<file path="config.mk">
export PLATFORM = sky130hd
export DESIGN_NAME = pulse_sched
export DESIGN_NICKNAME = d
export VERILOG_FILES = /design/src/rtl/pulse_sched_pkg.sv /design/src/rtl/pulse_sched_fifo.sv /design/src/rtl/pulse_sched.sv
export SDC_FILE = /design/constraint.sdc
export NUM_CORES = 1
export LEC_CHECK = 0
export CAP_MARGIN = 10
export CORE_MARGIN = 1
export CORE_UTILIZATION = 39
export DETAILED_ROUTE_END_ITERATION = 7
export GPL_ROUTABILITY_DRIVEN = 0
export SETUP_SLACK_MARGIN = 0.15
export SYNTH_ARGS = -nofsm -noshare
export SYNTH_HDL_FRONTEND = slang
export SYNTH_SLANG_ARGS = --single-unit
</file>
<file path="constraint.sdc">
create_clock -name clk -period 11.3 [get_ports clk]
set_clock_uncertainty 0.05 [all_clocks]
set_input_delay 1.13 -clock clk [delete_from_list [all_inputs] [get_ports clk]]
set_output_delay 1.13 -clock clk [all_outputs]
set_load 0.01 [all_outputs]
</file>
<file path="src/rtl/pulse_sched_pkg.sv">
// Shared types and default widths for the timed pulse-command scheduler.
package pulse_sched_pkg;

  localparam int unsigned DefDataWidth = 32;
  localparam int unsigned DefCmdWidth  = 79;
  localparam int unsigned DefTimeWidth = 32;
  localparam int unsigned DefFifoDepth = 8;
  localparam int unsigned DefMinGap    = 2;

  typedef enum logic [1:0] {
    StIdle,
    StWait,
    StFire,
    StGap
  } state_e;

  // FIFO entry layout, most significant field first.
  typedef struct packed {
    logic [DefTimeWidth-1:0] trig_time;
    logic [DefDataWidth-1:0] reg_op;
    logic [DefCmdWidth-1:0]  cmd;
  } entry_t;

endpackage

</file>
<file path="src/rtl/pulse_sched_fifo.sv">
// Synchronous FIFO with flush; head is read straight from the storage array.
module pulse_sched_fifo #(
  parameter int unsigned Width = 8,
  parameter int unsigned Depth = 8
) (
  input  logic                     clk_i,
  input  logic                     reset_i,
  input  logic                     push_i,
  input  logic                     pop_i,
  input  logic                     flush_i,
  input  logic [Width-1:0]         wdata_i,
  output logic [Width-1:0]         head_o,
  output logic [$clog2(Depth):0]   count_o,
  output logic                     full_o,
  output logic                     empty_o
);

  localparam int unsigned PtrW = $clog2(Depth);
  localparam int unsigned CntW = PtrW + 1;

  logic [Width-1:0] mem_q [Depth];
  logic [PtrW-1:0]  wr_ptr_q, rd_ptr_q;
  logic [CntW-1:0]  count_q;
  logic             do_push, do_pop;

  // Flush wins over both push and pop.
  assign do_push = push_i && !full_o && !flush_i;
  assign do_pop  = pop_i && !empty_o && !flush_i;

  always_ff @(posedge clk_i) begin
    if (reset_i || flush_i) begin
      wr_ptr_q <= '0;
      rd_ptr_q <= '0;
      count_q  <= '0;
    end else begin
      if (do_push) wr_ptr_q <= wr_ptr_q + PtrW'(1);
      if (do_pop)  rd_ptr_q <= rd_ptr_q + PtrW'(1);
      count_q <= count_q + CntW'(do_push) - CntW'(do_pop);
    end
  end

  always_ff @(posedge clk_i) begin
    if (do_push) mem_q[wr_ptr_q] <= wdata_i;
  end

  assign head_o  = mem_q[rd_ptr_q];
  assign count_o = count_q;
  assign full_o  = (count_q == CntW'(Depth));
  assign empty_o = (count_q == '0);

endmodule

</file>
<file path="src/rtl/pulse_sched.sv">
// Timed issue controller: fires queued pulse commands when the time counter reaches them.
// Optional PULSE_SCHED_LATE_FLAG_EN adds late / late_sticky outputs for past-due issues.
module pulse_sched
  import pulse_sched_pkg::*;
#(
  parameter int unsigned DATA_WIDTH      = DefDataWidth,
  parameter int unsigned PULSE_CMD_WIDTH = DefCmdWidth,
  parameter int unsigned TIME_WIDTH      = DefTimeWidth,
  parameter int unsigned FIFO_DEPTH      = DefFifoDepth,
  parameter int unsigned MIN_GAP         = DefMinGap
) (
  input  logic                          clk,
  input  logic                          reset,
  input  logic                          push_valid,
  output logic                          push_ready,
  input  logic [PULSE_CMD_WIDTH-1:0]    push_cmd,
  input  logic [DATA_WIDTH-1:0]         push_reg,
  input  logic [TIME_WIDTH-1:0]         push_time,
  input  logic                          flush,
  input  logic                          time_rst,
  output logic [TIME_WIDTH-1:0]         time_now,
  output logic [PULSE_CMD_WIDTH-1:0]    pulse_cmd_out,
  output logic [DATA_WIDTH-1:0]         reg_out,
  output logic                          pulse_write_en,
  output logic                          cstrobe_out,
  output logic                          empty,
  output logic [$clog2(FIFO_DEPTH):0]   count
`ifdef PULSE_SCHED_LATE_FLAG_EN
  ,
  output logic                          late,
  output logic                          late_sticky
`endif
);

  localparam int unsigned EntryW = TIME_WIDTH + DATA_WIDTH + PULSE_CMD_WIDTH;
  localparam int unsigned GapW   = (MIN_GAP > 2) ? $clog2(MIN_GAP - 1) : 1;

  state_e                     state_q, state_d;
  logic [GapW-1:0]            gap_q, gap_d;
  logic [TIME_WIDTH-1:0]      time_q;
  logic [PULSE_CMD_WIDTH-1:0] cmd_q, cmd_d;
  logic [DATA_WIDTH-1:0]      reg_q, reg_d;
  logic [EntryW-1:0]          head;
  logic [TIME_WIDTH-1:0]      head_time;
  logic                       fifo_full, fifo_empty, pop, eval, due;

  pulse_sched_fifo #(
    .Width (EntryW),
    .Depth (FIFO_DEPTH)
  ) u_fifo (
    .clk_i   (clk),
    .reset_i (reset),
    .push_i  (push_valid),
    .pop_i   (pop),
    .flush_i (flush),
    .wdata_i ({push_time, push_reg, push_cmd}),
    .head_o  (head),
    .count_o (count),
    .full_o  (fifo_full),
    .empty_o (fifo_empty)
  );

  assign head_time = head[EntryW-1 -: TIME_WIDTH];
  assign due       = !fifo_empty && (head_time <= time_q);

  always_ff @(posedge clk) begin
    if (reset || time_rst) time_q <= '0;
    else                   time_q <= time_q + TIME_WIDTH'(1);
  end

  always_comb begin
    state_d = state_q;
    gap_d   = gap_q;
    cmd_d   = cmd_q;
    reg_d   = reg_q;
    pop     = 1'b0;
    eval    = 1'b0;
    unique case (state_q)
      StIdle: if (!fifo_empty) state_d = StWait;
      StWait: eval = 1'b1;
      StFire: begin
        if (MIN_GAP > 1) begin
          state_d = StGap;
          gap_d   = GapW'(MIN_GAP - 2);
        end else begin
          eval = 1'b1;
        end
      end
      StGap: begin
        // Last gap cycle doubles as a compare cycle so strobes land exactly MIN_GAP apart.
        if (gap_q == '0) eval = 1'b1;
        else             gap_d = gap_q - GapW'(1);
      end
      default: state_d = StIdle;
    endcase
    if (eval) begin
      if (fifo_empty) begin
        state_d = StIdle;
      end else if (due) begin
        state_d = StFire;
        pop     = 1'b1;
        cmd_d   = head[PULSE_CMD_WIDTH-1:0];
        reg_d   = head[PULSE_CMD_WIDTH +: DATA_WIDTH];
      end else begin
        state_d = StWait;
      end
    end
    if (flush) begin
      state_d = StIdle;
      pop     = 1'b0;
      cmd_d   = cmd_q;
      reg_d   = reg_q;
    end
  end

  always_ff @(posedge clk) begin
    if (reset) begin
      state_q <= StIdle;
      gap_q   <= '0;
      cmd_q   <= '0;
      reg_q   <= '0;
    end else begin
      state_q <= state_d;
      gap_q   <= gap_d;
      cmd_q   <= cmd_d;
      reg_q   <= reg_d;
    end
  end

`ifdef PULSE_SCHED_LATE_FLAG_EN
  logic late_q, sticky_q;

  always_ff @(posedge clk) begin
    if (reset) begin
      late_q   <= 1'b0;
      sticky_q <= 1'b0;
    end else begin
      late_q <= pop && (head_time < time_q);
      if (flush)                             sticky_q <= 1'b0;
      else if (pop && (head_time < time_q))  sticky_q <= 1'b1;
    end
  end

  assign late        = late_q;
  assign late_sticky = sticky_q;
`endif

  assign push_ready     = !fifo_full;
  assign empty          = fifo_empty;
  assign time_now       = time_q;
  assign pulse_cmd_out  = cmd_q;
  assign reg_out        = reg_q;
  assign pulse_write_en = (state_q == StFire);
  assign cstrobe_out    = (state_q == StFire);

endmodule

</file>
Word level (Yosys, flattened, before mapping)
Memories as Yosys holds them, arrays and structs flattened. A register that Yosys moved wholly into a read port is not among the register bits.
Index checks and enable logic that the tools add are counted.
Word-level totals
  bits in registers: 156
  bits in writable memories: 1144
  input port bits: 148
  output and inout port bits: 151
  logic and storage cells: 57
  memories kept: 1
Memories
  u_fifo.mem_q: words 8, width 143, read ports 1, clocked after memory_dff 1, write ports 1, RTL line pulse_sched_fifo.sv:21  | logic [Width-1:0] mem_q [Depth];
Cells by class
  add/sub/neg operators: 6
  $lt $le $gt $ge: 1
  equal/unequal tests: 5
  multiplexer cells: 17
  bitwise logic cells: 2
  reduce and logical (&&, ||, !) cells: 17
Operator list (number)
  $add 32x1->32 const B: 1
  $le 32x32->1: 1
  $mux 1: 8
  $mux 2: 4
  $add 3x1->3 const B: 2
  $mux 3: 2
  $logic_and 1x1->1: 5
  $add 4x1->4: 1
  $eq 2x2->1 const B: 2
  $eq 4x4->1 const B: 1
  $logic_not 4->1: 1
  $pmux 1 s2: 2
  $pmux 2 s2: 1
  $reduce_and 4->1: 1
  $sub 4x1->4: 1
  $logic_not 1->1: 3
  $ne 3x3->1 const B: 1
  $reduce_bool 3->1: 1
  $eq 2x1->1 const B: 1
  $logic_not 2->1: 1
  $logic_or 1x1->1: 2
  $not 1->1: 2
  $reduce_and 2->1: 1
  $reduce_bool 2->1: 1
  2 further kinds: 2

Logic depth before layout (Yosys ltp)
  word-level depth: 11
  mapped depth: 21
  gate-level depth less buffers: 15

Cells and area by module
From an unflattened synthesis, not the netlist that was laid out.
Unflattened totals
  cells, all modules: 2497
  area, all modules: 51059.0 um2
By module, submodules not included
  pulse_sched_fifo: instances 1, cells each 1737, area an instance 43914.6 um2, seq. area each 34613.2 um2
  pulse_sched: instances 1, cells each 760, area an instance 7144.4 um2, seq. area each 2902.8 um2

Worst setup path before layout
Ideal clock, no wire load.
  path type: input to register
  start: input push_valid
  end: memory u_fifo.mem_q[0][0] in the netlist's numbering, enable pin
  library setup time: 0.821 ns
  data arrival time: 11.234 ns
  required time: 10.429 ns
  setup slack: -0.805 ns
  cell stages on the path: 3
  buffers on the path: 0
  path through: nand2_1 > or3_1 > nor3_1
Between the ends
  longest elaborated chain between the ends: 4
RTL lines
  start: declaration: RTL line pulse_sched.sv:14  | input logic push_valid,
  $logic_and 1x1->1 (2 in a row): RTL line pulse_sched_fifo.sv:27  | assign do_push = push_i && !full_o && !flush_i;
  $mux 1: RTL line pulse_sched_fifo.sv:43  | if (do_push) mem_q[wr_ptr_q] <= wdata_i;
  $mux 1 (not written as such): RTL line pulse_sched_fifo.sv:43
  end: declaration: RTL line pulse_sched_fifo.sv:21
No other way between the ends.

==> flow_summary.json <==
{
  "cts_buffers": 140,
  "worst_hold_slack_ps": 441,
  "cts_hold_buf": 0,
  "avgSynthCellArea_sq_um": 20.2,
  "f_max_mhz": 158,
  "seq_area_frac_synth": 0.746,
  "largest_net_degree_at_the_start_of_global_routing": 152,
  "report.final.slew_viol_count": 0,
  "clk_latency_ps": 750,
  "p_per_area_mw_per_mm2": 168,
  "chipWidth_microns": 361,
  "postSynth.topFlopCell": "edfxtp_1",
  "nNetsFinal": 3022,
  "power.ir.vdd_worst_mv": 0.136,
  "antenna_violating_nets_post_route": 0,
  "post_synth_inst_count": 2489,
  "tightestPinTransition_ps": 1070,
  "grt_total_ovfl": 0,
  "number_of_maximum_capacitance_violations": 0,
  "number_of_enable_type_register_cells_in_the_synthesized_netlist": 1144,
  "timing.hold.worst.class": "reg2reg",
  "globalRouteTotalUtil": 0.177,
  "top_layer_used": "met5",
  "wl_met2_mm": 57.4,
  "status": "finished, final reports clean",
  "cell_rows": 131,
  "drt_iter0_markers": 1791,
  "die-area_sq_mm": 0.130,
  "post_cts.repair.setup_buffers": 0,
  "coreArea_sq_mm": 0.128,
  "buffer_ports.inserted": 298,
  "slowest_stage": "dfxtp_4",
  "maxSlewHeadroom": 0.285,
  "cpLargestDelayFamily": "buffers and inverters",
  "layout_common_cells": "1144 x edfxtp_1, 297 x clkdlybuf4s50_1, 286 x mux4_2",
  "timing.critical_path.fanout_max": 113,
  "path_buf_inv": 3,
  "cts-root-buf": "clkbuf_16",
  "tritoncts_num_sinks": 1302,
  "syn_nets": 2679,
  "ys_types": 45,
  "chipHeight_microns": 361,
  "ys.warnings.count": 0,
  "ioPinCount": 299,
  "area_growth_syn_to_layout_pct": 19.1,
  "layout_min_cycle_time_ps": 6320,
  "synth_area_sq_mm": 0.0503,
  "finalSetupViolCount": 0,
  "drive_gt1_frac": 0.209,
  "crit_top_cell": "ha_1",
  "setup.worst_path.start_class": "flop",
  "synthArstFlopShare": 0,
  "first_global_vias": 26200,
  "post_cts_resize_count": 0,
  "end_kind": "flop",
  "worstPathRequired_ps": 11880,
  "sum_neg_setup_slack_ps": 0,
  "hold_viol": 0,
  "dp.final_hpwl_mm": 60.3,
  "m1WireLength_mm": 47.2,
  "clk_transition_reported_paths_ps": 60,
  "unrepaired_setup_endpoints_after_global_routing": "no",
  "critPathArrivalTime_ps": 6900,
  "place_area_sq_mm": 0.0552,
  "setup.worst_path.class": "reg2reg",
  "initial_core_util": 0.394,
  "final_common_cell": "edfxtp_1",
  "drt_first_pass_iters": 6,
  "grt_first_pass_wirelength_mm": 171,
  "buffer_levels_on_the_longest_clock_path": 3,
  "drt_wl_total_mm": 114,
  "total_leakage_power_uw": 0.0186,
  "routed_wl_met3_mm": 6.82,
  "ys_seq_elements": 1302,
  "initial_antenna_violation_count": 27,
  "h-tree-depth": 4,
  "design_area_sq_mm": 0.0599,
  "final.period_utilization": 0.559,
  "cts_tree": "yes",
  "avgViaCountPerCell": 5.26,
  "route.detailed.drc": 0,
  "dr_total_vias": 24300,
  "wl_per_cell_microns": 24.7,
  "max_stage_delay_ps": 910,
  "path_cells": "buf_4, mux4_2, mux2_2, ha_1, nand4_1, nor4_1, nand2b_1, a31oi_2, nor4_4, buf_12, ha_1, inv_1, ha_1, a21o_1, a21oi_1, xnor2_1, nor2_1"
}
==> stage by stage <==
stage          setup WS (ps)  utilization  instances  total power [uW]
2_1_floorplan           3040            -       2489              5460
3_3_place_gp            4880        0.432       4352              5580
3_5_place_dp            4780        0.432       4352              5590
4_1_cts                 4740        0.469       4611             10200
5_1_grt                 4400        0.469       4613             10400
6_report                4980        0.469       4618             10000
==> layout make-up <==
class                      count  area, sq um
clock buffer                 179         3820
multi-input combinational   1021        12100
clock inverter                80          818
timing repair buffer         325         3330
fill                       10500        67800
antenna                        7         17.5
tap                         1662         2080
sequential                  1302        37500
inverter                      42          158
==> synth_stat cells, drive strengths merged, types with 3 or more instances <==
library cell,n,share of area
ha,41,0.010
nor2,157,0.012
clkbuf,74,0.0055
inv,42,0.0031
or3,4,0.00050
dfxtp,158,0.063
mux4,286,0.13
nor3,10,0.0010
nand3,10,0.0010
nor2b,113,0.014
nand2b,4,0.00050
mux2i,114,0.023
mux2,142,0.032
and3,4,0.00050
a21oi,26,0.0026
buf,50,0.0056
o21ai,12,0.0012
and4,3,0.00052
nand2,24,0.0018
nor4,8,0.0014
nand4,16,0.0020
edfxtp,1144,0.68
xnor2,29,0.0051
==> layer usage <==
metal / global-route usage / vias up
met3: 0.0450 / 208
met5: 0 / -
li1: - / 10700
met2: 0.299 / 569
met4: 0.0552 / 38
met1: 0.223 / 12800
==> cell families after synthesis <==
group,after synthesis,synth area share
buf+inv,166,0.0143
compound gates,48,0.00552
fa+ha+maj,42,0.0106
xor+xnor,30,0.00522
mux,542,0.183
flops,1302,0.746
simple gates,359,0.0358
==> worst reg2reg max path: stages (launching register included) <==
cell,delay [ps]
dfxtp_4,910
buf_4,910
mux4_2,620
mux2_2,290
ha_1,320
nand4_1,190
nor4_1,470
nand2b_1,230
a31oi_2,90
nor4_4,330
buf_12,620
ha_1,280
inv_1,70
ha_1,280
a21o_1,180
a21oi_1,190
xnor2_1,140
nor2_1,50
==> where the power goes <==
| group | switching (uW) | internal, uW |
|---|---|---|
| clock | 1860 | 2690 |
| combinational | 126 | 91.6 |
| sequential | 8.34 | 5260 |
| total | 2000 | 8040 |
==> sequential cells by signal (all words and copies together), names as in the netlist, named ones only <==
| register | cells |
|---|---|
| u_fifo.mem_q | 1144 |
| pulse_cmd_out | 79 |
| reg_out | 32 |
| time_now | 32 |
| u_fifo.count_o | 4 |
| u_fifo.rd_ptr_q | 3 |
| u_fifo.wr_ptr_q | 3 |
| state_q | 1 |
==> path summary, 6_finish.rpt <==
path                 startpoint                 to  slack, ps  cells past startpoint
max                        flop  u_fifo.count_o[3]       4980                     17
min          u_fifo.rd_ptr_q[1]               flop        440                      2
max reg2reg                flop  u_fifo.count_o[3]       4980                     17
min reg2reg  u_fifo.rd_ptr_q[1]               flop        440                      2
No activity file was read; power rests on OpenSTA's default activity.
